### src/rtl/piezo_pkg.sv
// piezo_pkg: shared types and constants for the piezo tune sequencer.
//   tune_t   - tune identifiers, also the encoding driven on cur_tune
//   state_t  - sequencer FSM states, exposed on state_dbg
//   PERIOD_* - tone periods in system clocks (50 MHz) for the notes used
//   LEN_*    - number of notes in each tune's table
package piezo_pkg;

  typedef enum logic [1:0] {
    TUNE_NONE    = 2'd0,
    TUNE_STEER   = 2'd1,
    TUNE_FANFARE = 2'd2,
    TUNE_BATT    = 2'd3
  } tune_t;

  typedef enum logic [1:0] {
    ST_IDLE = 2'd0,
    ST_LOAD = 2'd1,
    ST_PLAY = 2'd2,
    ST_DONE = 2'd3
  } state_t;

  localparam logic [14:0] PERIOD_G6 = 15'd31888;
  localparam logic [14:0] PERIOD_C7 = 15'd23889;
  localparam logic [14:0] PERIOD_E7 = 15'd18961;
  localparam logic [14:0] PERIOD_G7 = 15'd15944;

  localparam int unsigned LEN_STEER   = 1;
  localparam int unsigned LEN_FANFARE = 5;
  localparam int unsigned LEN_BATT    = 3;

  // Wide enough to index the longest table.
  localparam int unsigned IDX_W = 3;

endpackage

### src/rtl/piezo_tune_rom.sv
// piezo_tune_rom: combinational note table for all tunes.
//   tune        in  - tune to look up (TUNE_NONE returns a silent entry)
//   idx         in  - note index within the tune
//   note_dur    out - note length in duration ticks
//   note_period out - tone period in clocks
//   last        out - idx is the final note of the tune
module piezo_tune_rom
  import piezo_pkg::*;
(
  input  tune_t            tune,
  input  logic [IDX_W-1:0] idx,
  output logic [7:0]       note_dur,
  output logic [14:0]      note_period,
  output logic             last
);

  always_comb begin
    note_dur    = 8'd0;
    note_period = 15'd0;
    last        = 1'b1;
    case (tune)
      TUNE_STEER: begin
        note_dur    = 8'd4;
        note_period = PERIOD_C7;
        last        = 1'b1;
      end
      TUNE_FANFARE: begin
        last = (idx == IDX_W'(LEN_FANFARE - 1));
        case (idx)
          3'd0:    begin note_dur = 8'd8;  note_period = PERIOD_C7; end
          3'd1:    begin note_dur = 8'd8;  note_period = PERIOD_E7; end
          3'd2:    begin note_dur = 8'd8;  note_period = PERIOD_G7; end
          3'd3:    begin note_dur = 8'd4;  note_period = PERIOD_E7; end
          3'd4:    begin note_dur = 8'd16; note_period = PERIOD_G7; end
          default: begin note_dur = 8'd0;  note_period = 15'd0;     end
        endcase
      end
      TUNE_BATT: begin
        last = (idx == IDX_W'(LEN_BATT - 1));
        case (idx)
          3'd0:    begin note_dur = 8'd4;  note_period = PERIOD_G7; end
          3'd1:    begin note_dur = 8'd4;  note_period = PERIOD_C7; end
          3'd2:    begin note_dur = 8'd12; note_period = PERIOD_G6; end
          default: begin note_dur = 8'd0;  note_period = 15'd0;     end
        endcase
      end
      default: begin
        note_dur    = 8'd0;
        note_period = 15'd0;
        last        = 1'b1;
      end
    endcase
  end

endmodule

### src/rtl/piezo_tune_seq.sv
// piezo_tune_seq: fixed-priority tune arbiter and note sequencer.
//   clk, rst                     - 50 MHz clock, synchronous active-high reset
//   req_batt/fanfare/steer       - tune request pulses (batt highest priority)
//   note_over                    - duration counter reached note_dur
//   dur_clr, dur_en, note_dur    - duration counter control
//   note_period, piezo_active    - tone generator period / enable
//   busy, cur_tune, done         - tune status
//   state_dbg                    - current FSM state (state_t encoding)
//
// Request protocol: a req_* pulse has no ready; it is always accepted on the
// clock edge where it is high and latched into a sticky pending bit. The
// pending bit is the "valid" seen by the arbiter and drops on the edge its
// tune is granted. A request landing on that same edge re-arms the bit.
module piezo_tune_seq
  import piezo_pkg::*;
#(
  parameter int unsigned TICK_DIV = 1048576
) (
  input  logic        clk,
  input  logic        rst,
  input  logic        req_batt,
  input  logic        req_fanfare,
  input  logic        req_steer,
  input  logic        note_over,
  output logic        dur_clr,
  output logic        dur_en,
  output logic [7:0]  note_dur,
  output logic [14:0] note_period,
  output logic        piezo_active,
  output logic        busy,
  output logic [1:0]  cur_tune,
  output logic        done,
  output logic [1:0]  state_dbg
);

  localparam int unsigned PW = (TICK_DIV > 1) ? $clog2(TICK_DIV) : 1;
  localparam logic [PW-1:0] PRESC_LAST = PW'(TICK_DIV - 1);

  state_t           state;
  tune_t            tune_q;
  logic [IDX_W-1:0] idx;
  logic             last_q;
  logic [PW-1:0]    presc;
  logic [2:0]       pend;      // {batt, fanfare, steer}

  tune_t            grant;
  logic [2:0]       grant_mask;
  tune_t            rom_tune;
  logic [IDX_W-1:0] rom_idx;
  logic [7:0]       rom_dur;
  logic [14:0]      rom_period;
  logic             rom_last;
  logic [PW-1:0]    presc_nx;
  logic [2:0]       pend_nx;

  assign state_dbg = state;

  always_comb begin
    grant      = TUNE_NONE;
    grant_mask = 3'b000;
    if (pend[2]) begin
      grant      = TUNE_BATT;
      grant_mask = 3'b100;
    end else if (pend[1]) begin
      grant      = TUNE_FANFARE;
      grant_mask = 3'b010;
    end else if (pend[0]) begin
      grant      = TUNE_STEER;
      grant_mask = 3'b001;
    end
    // The ROM is addressed with the note about to be loaded so that LOAD
    // already presents registered note_dur/note_period.
    rom_tune = (state == ST_IDLE) ? grant : tune_q;
    rom_idx  = (state == ST_IDLE) ? '0 : idx + 1'b1;
    presc_nx = (presc == PRESC_LAST) ? '0 : presc + 1'b1;
    pend_nx  = ((state == ST_IDLE) ? (pend & ~grant_mask) : pend)
               | {req_batt, req_fanfare, req_steer};
  end

  piezo_tune_rom u_rom (
    .tune        (rom_tune),
    .idx         (rom_idx),
    .note_dur    (rom_dur),
    .note_period (rom_period),
    .last        (rom_last)
  );

  always_ff @(posedge clk) begin
    if (rst) begin
      state        <= ST_IDLE;
      tune_q       <= TUNE_NONE;
      idx          <= '0;
      last_q       <= 1'b0;
      presc        <= '0;
      pend         <= 3'b000;
      dur_clr      <= 1'b0;
      dur_en       <= 1'b0;
      note_dur     <= 8'd0;
      note_period  <= 15'd0;
      piezo_active <= 1'b0;
      busy         <= 1'b0;
      cur_tune     <= 2'd0;
      done         <= 1'b0;
    end else begin
      pend    <= pend_nx;
      dur_clr <= 1'b0;
      dur_en  <= 1'b0;
      done    <= 1'b0;
      case (state)
        ST_IDLE: begin
          if (grant != TUNE_NONE) begin
            tune_q      <= grant;
            idx         <= '0;
            last_q      <= rom_last;
            note_dur    <= rom_dur;
            note_period <= rom_period;
            dur_clr     <= 1'b1;
            busy        <= 1'b1;
            cur_tune    <= grant;
            state       <= ST_LOAD;
          end
        end
        ST_LOAD: begin
          presc        <= '0;
          piezo_active <= 1'b1;
          // With a prescaler of one, every PLAY cycle is a tick.
          dur_en       <= (TICK_DIV == 1);
          state        <= ST_PLAY;
        end
        ST_PLAY: begin
          if (note_over) begin
            piezo_active <= 1'b0;
            if (last_q) begin
              done        <= 1'b1;
              note_period <= 15'd0;
              state       <= ST_DONE;
            end else begin
              idx         <= rom_idx;
              last_q      <= rom_last;
              note_dur    <= rom_dur;
              note_period <= rom_period;
              dur_clr     <= 1'b1;
              state       <= ST_LOAD;
            end
          end else begin
            presc  <= presc_nx;
            // Registered tick: asserted in the cycle the prescaler sits at
            // its terminal count.
            dur_en <= (presc_nx == PRESC_LAST);
          end
        end
        ST_DONE: begin
          busy     <= 1'b0;
          cur_tune <= 2'd0;
          note_dur <= 8'd0;
          tune_q   <= TUNE_NONE;
          state    <= ST_IDLE;
        end
        default: state <= ST_IDLE;
      endcase
    end
  end

endmodule

### config.mk
export PLATFORM = sky130hd
export DESIGN_NAME = piezo_tune_seq
export DESIGN_NICKNAME = d
export VERILOG_FILES = /design/src/rtl/piezo_pkg.sv /design/src/rtl/piezo_tune_rom.sv /design/src/rtl/piezo_tune_seq.sv
export SDC_FILE = /design/constraint.sdc
export NUM_CORES = 1
export LEC_CHECK = 0
export CAP_MARGIN = 20
export CORE_ASPECT_RATIO = 0.8
export CORE_UTILIZATION = 25
export DETAILED_ROUTE_END_ITERATION = 6
export PLACE_DENSITY_LB_ADDON = 0.08
export SLEW_MARGIN = 20
export SYNTH_ARGS = -nofsm -noshare
export SYNTH_HDL_FRONTEND = slang
export SYNTH_SLANG_ARGS = --single-unit
export TNS_END_PERCENT = 1
### constraint.sdc
create_clock -name clk -period 1.9 [get_ports clk]
set_clock_uncertainty 0.15 [all_clocks]
set_input_delay 0.38 -clock clk [delete_from_list [all_inputs] [get_ports clk]]
set_output_delay 0.38 -clock clk [all_outputs]
set_load 0.02 [all_outputs]
After elaboration in Yosys (flattened, before gate mapping). Index checks and enable logic that the tools add are counted.

Input bits: 6. Output and inout bits: 32. Register bits: 59. Word-level logic and storage cells: 106.

Muxes and demuxes: 50. Add/subtract/negate cells: 2. Reductions and logical operators: 20. Bitwise logic cells: 5. Eq/ne operators: 16.

Operators by type and width (number): one-hot mux 15 bit (3 select lines) (3); one-hot mux 8 bit (3 select lines) (2); two-way mux 15 bit (3); equality test 20 bit, second input constant (2); two-way mux 20 bit (2); one-hot mux 20 bit (2 select lines) (1); one-hot mux 15 bit (2 select lines) (1); two-way mux 8 bit (3); adder 20 x 1 -> 20 bit, second input constant (1); two-way mux 3 bit (6); two-way mux 2 bit (8); one-hot mux 5 bit (3 select lines) (1); two-way mux 1 bit (11); one-hot mux 1 bit (2 select lines) (5); OR reduction 3 bit (3); equality test 2 bit, second input constant (4); one-hot mux 2 bit (4 select lines) (1); one-hot mux 4 bit (2 select lines) (1); AND reduction 2 bit (4); AND reduction 4 bit (2); nonzero test 2 bit (4); equality test 3 x 2 -> 1 bit, second input constant (2); inequality test 2 bit, second input constant (3); one-hot mux 3 bit (2 select lines) (1); other kinds (15) (19).

Depth between registers and ports, before layout.
Depth after elaboration: 9. Gate-level depth with buffers: 8. Depth with buffers taken out: 6.

Modules after synthesis. A second synthesis with hierarchy kept.

Cell total of the unflattened synthesis: 361. Area total of the unflattened synthesis: 3007.9 um2.

Modules (own cells, without submodules): piezo_tune_seq (times used 1, seq. area each 1181.1 um2, cells an instance 304, area an instance 2652.5 um2); piezo_tune_rom (times used 1, seq. area each 0.0 um2, cells an instance 57, area an instance 355.3 um2).

Worst setup path before layout. OpenSTA, ideal clock, no wires.

Path kind: register to register. Start: register presc[1]. End: register presc[11]. Path slack: -0.206 ns. Clock period less this slack: 2.106 ns. Buffers on the path: 2. Data required time: 1.636 ns. Cell stages (with the launch flop): 9. Setup time: 0.114 ns. Arrival: 1.842 ns. Path through: dfxtp_1 ha_1 buf_4 nand4_4 nor4_4 a21o_4 buf_8 o21bai_1 a21o_1.

Word-level cells in the longest chain between the ends: 4.

Ends and longest elaborated chain: start: declaration (RTL line piezo_tune_seq.sv:43) `logic [PW-1:0] presc;`; start signal: assignment (RTL line piezo_tune_seq.sv:146) `presc <= presc_nx;`; adder 20 x 1 -> 20 bit or equality test 20 bit (tied branches) (RTL line piezo_tune_seq.sv:75) `presc_nx = (presc == PRESC_LAST) ? '0 : presc + 1'b1;`; two-way mux 20 bit (*) (RTL line piezo_tune_seq.sv:75); two-way mux 20 bit (*) (RTL line piezo_tune_seq.sv:131) `if (note_over) begin`; one-hot mux 20 bit (2 select lines) (*) (RTL line piezo_tune_seq.sv:109) `case (state)`.

Every way passes the cells marked *; elsewhere a longest branch is shown, timed or not. The select of a mux whose other input is x is not followed. A chain may end at the register's enable or synchronous reset.

Final worst setup path.
Start: register presc[9]. End: register presc[9].

The elaborated chain is that of the path after synthesis.

==> flow_metrics.py <==
metrics = {
    "timing": {
        "finalMaxSlewViolations": 0,
        "finalSetupTns_ns": 0,
        "fin_crit_sh_pct": 97.7,
        "hold_viol_final": 0,
        "period_needed_ns": 1.86,
        "rsz0062_at_grt": "yes",
        "setup_viol": 0,
        "final.setup.worst_slack_ns": 0.0441,
        "max_freq_ghz": 0.539,
    },
    "critical_path": {
        "end_kind": "flip-flop",
        "worstSetupStartpointType": "flip-flop",
        "slowest_delay_ns": 0.34,
        "r2r_cells": 7,
        "cp.arrival_ns": 1.89,
        "worstSetupPathType": "flip-flop to flip-flop",
        "cp_slowest_cell": "dfxtp_1",
        "crit_required_ns": 1.94,
        "critPathMaxFanout": 5,
        "worst-path-buf-inv": 2,
        "crit_chain": "nand4_1 > nor4_4 > buf_4 > a21oi_4 > buf_4 > a21o_1 > a21o_1",
        "cp_num_cells": 7,
        "critical-path-top-delay-family": "simple AND/OR/NAND/NOR gates",
    },
    "cts": {
        "tritoncts": "built",
        "path_clk_slew_ns": 0.07,
        "numCtsBuffers": 5,
        "cts.path.max_buffers": 2,
        "clock_latency_ns": 0.29,
        "ctsHoldBuffers": 0,
        "clock-sinks": 49,
        "clock-root-buffer": "clkbuf_16",
        "h-tree-depth": 2,
    },
    "logic_synthesis": {
        "seq_area_frac_synth_pct": 34.5,
        "ys.flop_type": "dfxtp_1",
        "synth.area.top_cells": "dfxtp_1 (34%), o21ai_0 (5.3%), a21oi_1 (5.1%)",
        "ys_seq_elements": 49,
        "syn_inst": 357,
        "synthDistinctLibCells": 60,
        "yosys_warnings": 0,
        "synthArstFlopShare_pct": 0,
        "yosys.area.top_type": "dfxtp_1",
        "yosysTopAreaCellShare_pct": 34.5,
        "syn_area_per_cell_um2": 7.97,
        "synth_edf_count": 0,
        "syn_area_um2": 2840,
    },
    "floorplanning": {
        "start_util_pct": 25.9,
        "io_pins": 38,
        "core_um2": 11000,
        "die_area_um2": 11800,
        "die_width_um": 121,
        "rows": 34,
        "die_h_um": 97.4,
    },
    "detailed_routing": {
        "route.detailed.drc": 0,
        "post_drt_wl_per_cell_um": 14.6,
        "firstDrtPassIters": 4,
        "vias": 2835,
        "drtIter0Drc": 123,
        "drt-total-wl_um": 8560,
        "drtAntennaViolNets": 0,
        "via_per_inst": 4.85,
    },
    "power_and_ir_drop": {
        "p_per_area_nw_per_um2": 724,
        "pwr-share-clk_pct": 30.6,
        "p_total_w": 0.00288,
        "seqPwrFrac_pct": 40.0,
        "power.internal_w": 0.00198,
        "p_leak_nw": 1.50,
        "combPwrFrac_pct": 29.4,
        "power.switching_w": 0.000898,
        "switching_share_pct": 31.2,
        "ir_drop_mv": 0.341,
    },
    "final_layout": {
        "num_antenna_cells": 0,
        "fin_nets": 448,
        "post-route-util_pct": 36.2,
        "final_cell_mix": "buf_4 (67), dfxtp_1 (41), nand2_1 (32)",
        "mostFrequentLayoutCell": "buf_4",
        "area_growth_pct": 39.8,
        "layout-drive-gt1-share_pct": 26.5,
    },
    "global_routing": {
        "grt_remaining_overflow": 0,
        "grt_pass1_wl_um": 13900,
        "track_usage_pct": 15.1,
        "grt_pass1_vias": 2587,
        "antenna_found_initial": 0,
        "grt_max_degree": 28,
    },
    "hold_path": {
        "holdPathStages": 2,
        "hold_class": "flip-flop to flip-flop",
    },
    "job": {
        "maxCapViolCount": 0,
    },
    "placement": {
        "hpwl_um": 6510,
        "gp_congestion": 0.821,
        "io_buffers": 29,
        "pre_cts_ws_ns": -0.357,
    },
    "outcome": {
        "status": "completed",
    },
}
through the flow:
step	area (um^2)	std cells	hold WS (ns)
final	3980	585	0.305
after global routing	3980	585	0.334
after global placement	3700	576	0.294
after CTS	3870	584	0.316
after floorplan	2870	364	0.283
after detailed placement	3700	576	0.304
cells by family after synthesis:
logic type | share of synthesized area, %
AOI/OAI and AO/OA | 25.3
muxes | 1.10
DFF | 34.5
buffers and inverters | 8.40
adders and majority gates | 0.880
xor gates and xnor gates | 3.70
other | 0.132
and+or+nand+nor | 26.0
worst register-to-register path, stage by stage (launching register included):
cell,delay (ns)
dfxtp_1,0.34
nand4_1,0.20
nor4_4,0.32
buf_4,0.19
a21oi_4,0.09
buf_4,0.16
a21o_1,0.15
a21o_1,0.16
power by group through the flow:
stage	sequential [W]	combinational [W]	clock (W)
after floorplan	0.00123	0.000406	0
after global placement	0.00117	0.000821	0
after detailed placement	0.00117	0.000817	0
after CTS	0.00115	0.000823	0.000924
after global routing	0.00116	0.000923	0.000956
final	0.00115	0.000848	0.000880
final cells by class:
cell class | count | area, um^2
clock inverter | 2 | 10.0
fill | 1164 | 7000
timing repair buffer | 102 | 881
tap | 144 | 180
clock buffer | 6 | 129
inverter | 8 | 30.0
multi-input combinational | 274 | 1750
sequential | 49 | 993
metal layers:
layer	routed length [um]	share of wire (%)	GRT usage, %
met3	305	3.6	3.17
met2	3230	38	20.0
met4	65	0.76	3.42
met1	4960	58	23.9
met5	0	0	0
flip-flops by register name (all words and copies together), names as in the netlist:
register and count:
busy 1, done 1, dur_clr 1, dur_en 1
idx 3, last_q 1, note_dur 3, note_period 10
pend 3, piezo_active 1, presc 20, state_dbg 2
tune_q 2
cells in the mapped netlist (all sizes together) (4+ instances only):
library cell  instances
nor2                 29
o21a                  4
o211ai                4
or3                   4
xor2                  5
nand2b                9
nor2b                 4
a21o                  7
dfxtp                49
clkbuf                8
nand2                32
nor4                 12
buf                  25
a211oi                4
nor3                  9
nand3                16
nand4                 6
inv                   8
a22o                  4
a31oi                 7
a21oi                30
xnor2                 7
o21ai                35
final timing paths:
| check | start | end | slack [ns] |
|---|---|---|---|
| setup / recovery | presc[9] | presc[9] | 0.04 |
| hold / removal | note_period[11] | note_period[11] | 0.30 |
| setup reg to reg | presc[9] | presc[9] | 0.04 |
| hold reg to reg | note_period[11] | note_period[11] | 0.30 |
repair_timing:
item                       CTS  global route
cloned                       0             0
pin swaps                    0             7
resized for setup            8            30
buffers inserted             0             1
setup endpoints to repair   11            25
Note: power is estimated with default switching activity, not from simulation.
==> RTL change: new RTL, config.mk and constraints unchanged <==
Change the parameter `TICK_DIV` from 1048576 to 2097152.
--- a/src/rtl/piezo_tune_seq.sv
+++ b/src/rtl/piezo_tune_seq.sv
@@ -16,3 +16,3 @@
 #(
-  parameter int unsigned TICK_DIV = 1048576
+  parameter int unsigned TICK_DIV = 2097152
 ) (
Check against the original RTL: same outputs for any inputs over 10 cycles, from zero or initial values and one cycle with rst high; that may be too few to reach the edited logic, so the function may still have changed.
==> RTL change against the unedited design <==
Total power is 25% higher. Sequential power is 6% higher. Routed wire length is 11% higher. Clock power is 40% higher. Cell area is 6.2% higher. Sequential cell count is 1 higher. Critical path depth is 1 lower. Setup slack worse by 0.041 ns. Area after synthesis is 2.1% higher. Largest cell class unchanged. Largest power group is now the clock network. Highest routed layer unchanged.
==> RTL change: results (changes against the unedited design) <==
| Metric | Value |
|---|---|
| Top cells by area, synth | dfxtp_1 34%, nand2_1 5.2%, a21oi_1 5.0% |
| CP max stage cell | dfxtp_4 |
| Synth unique cells | 66 (+10%) |
| Met2 GRT Util | 20.01% (about the same) |
| Largest registers | presc x21, note_period x10 |
| Top cells by count, synth | 50 x dfxtp_1, 40 x nand2_1, 29 x a21oi_1, 29 x nor2_1, 20 x o21ai_0 |
| Vias in the first global route | 2785 (+7.7%) |
| GPL Wtd Cong | 0.8712 (+6.2%) |
| GR Util met1 | 28.41% (+4.5 points) |
| R2r setup slk | 0.003 ns (-0.04 ns) |
| Sequential area share after synthesis | 34.48% (about the same) |
| CP Max Fanout | 11 (+6) |
| Tot GR Track Use | 16.68% (+1.6 points) |
| Total number of vias | 2980 (+5.1%) |
| Reg2reg start | state_dbg[1] |
| Largest net degree at the start of global routing | 27 (-3.6%) |
| VDD IR max | 337.4 uV (-0.98%) |
| Nets | 474 (+5.8%) |
| Post-DP HPWL | 7368 microns (+13%) |
| Initial DRC Count | 170 (+38%) |
| Run status | finished, final reports clean |
| Final hold slack | 0.3036 ns (-0.001275 ns) |
| Reg2reg path depth | 6 (-1) |
| Met3 Track Usage GR | 2.687% (-0.48 points) |
| RR Endpoint | note_dur[4] |
| Layout cells sized above 1 | 27.62% (+1.1 points) |
| Mean post-synth cell area | 8.041 sq um (+0.94%) |
| Hold_sp | note_period[9] |
| First-pass GRT wire length | 15320 microns (+11%) |
| Worst hold path endpoint | note_period[9] |
| Fill count | 1166 (+0.17%) |
| DP Cell Count | 598 (+3.8%) |
| Static Leak | 1.737 nW (+15%) |
| Worst EP arrival | 1.99 ns (+0.10 ns) |
| Routed wire per std cell | 15.54 microns (+6.2%) |
[RTL change: worst max path at each step]
stage          cells past startpoint            to         start  slack (ns)
2_1_floorplan                      6        dur_en      presc[1]      -0.002
3_3_place_gp                       4     presc[12]     note_over       -0.27
3_5_place_dp                       5        dur_en     note_over       -0.30
4_1_cts                            1  state_dbg[0]  state_dbg[0]       -0.04
5_1_grt                            6   note_dur[4]  state_dbg[1]       -0.06
6_report                           6   note_dur[4]  state_dbg[1]       0.003
[RTL change: logic make-up after synthesis]
| group | share of synthesized area, % |
|---|---|
| DFF | 34.48 |
| adders and majority gates | 0.8619 |
| muxes | 1.422 |
| and+or+nand+nor | 30.09 |
| AOI/OAI and AO/OA | 23.32 |
| buffers and inverters | 6.422 |
| xor gates and xnor gates | 3.276 |
| other | 0.1292 |
[RTL change: what timing repair did]
item,in CTS,in global routing
resized for setup,10,21
buffers inserted,3,2
hold buffers,0,0
setup endpoints to repair,26,26
pin swaps,6,4
[RTL change: per-stage QoR]
step / setup slack [ns] / TNS [ns]
floorplan: -0.002341 / -0.002341
detailed placement: -0.3040 / -6.814
global route: -0.05858 / -0.2195
finish: 0.002878 / 0
CTS: -0.03747 / -0.03747
global placement: -0.2736 / -7.079
[RTL change: cell type report]
cell class                 instances  area, sq um  share of cell area [%]
multi-input combinational        284         1814                   42.96
sequential                        50         1012                   23.97
timing repair buffer             118        991.0                   23.47
tap                              144        180.2                   4.267
clock buffer                       6        138.9                   3.289
clock inverter                     2        60.06                   1.422
inverter                           7        26.28                  0.6222
[RTL change: metal layers]
layer	part of all wire (%)	vias to the layer above	routed length [microns]
met5	0	-	0
met4	1.0	0	99
met3	6.1	7	576
met2	35	65	3336
met1	58	1376	5486
li1	-	1532	-
[RTL change: worst min-delay path, stage by stage, from the launching register on]
cell and delay (ns):
dfxtp_1 0.31, nand2_1 0.05, a21oi_1 0.05
[RTL change: where the power goes]
part           internal, W  switching, W  total, W  leakage [nW]
clock network     0.000792      0.000436   0.00123        0.0971
registers          0.00114     0.0000820   0.00122         0.410
logic             0.000539      0.000610   0.00115          1.23
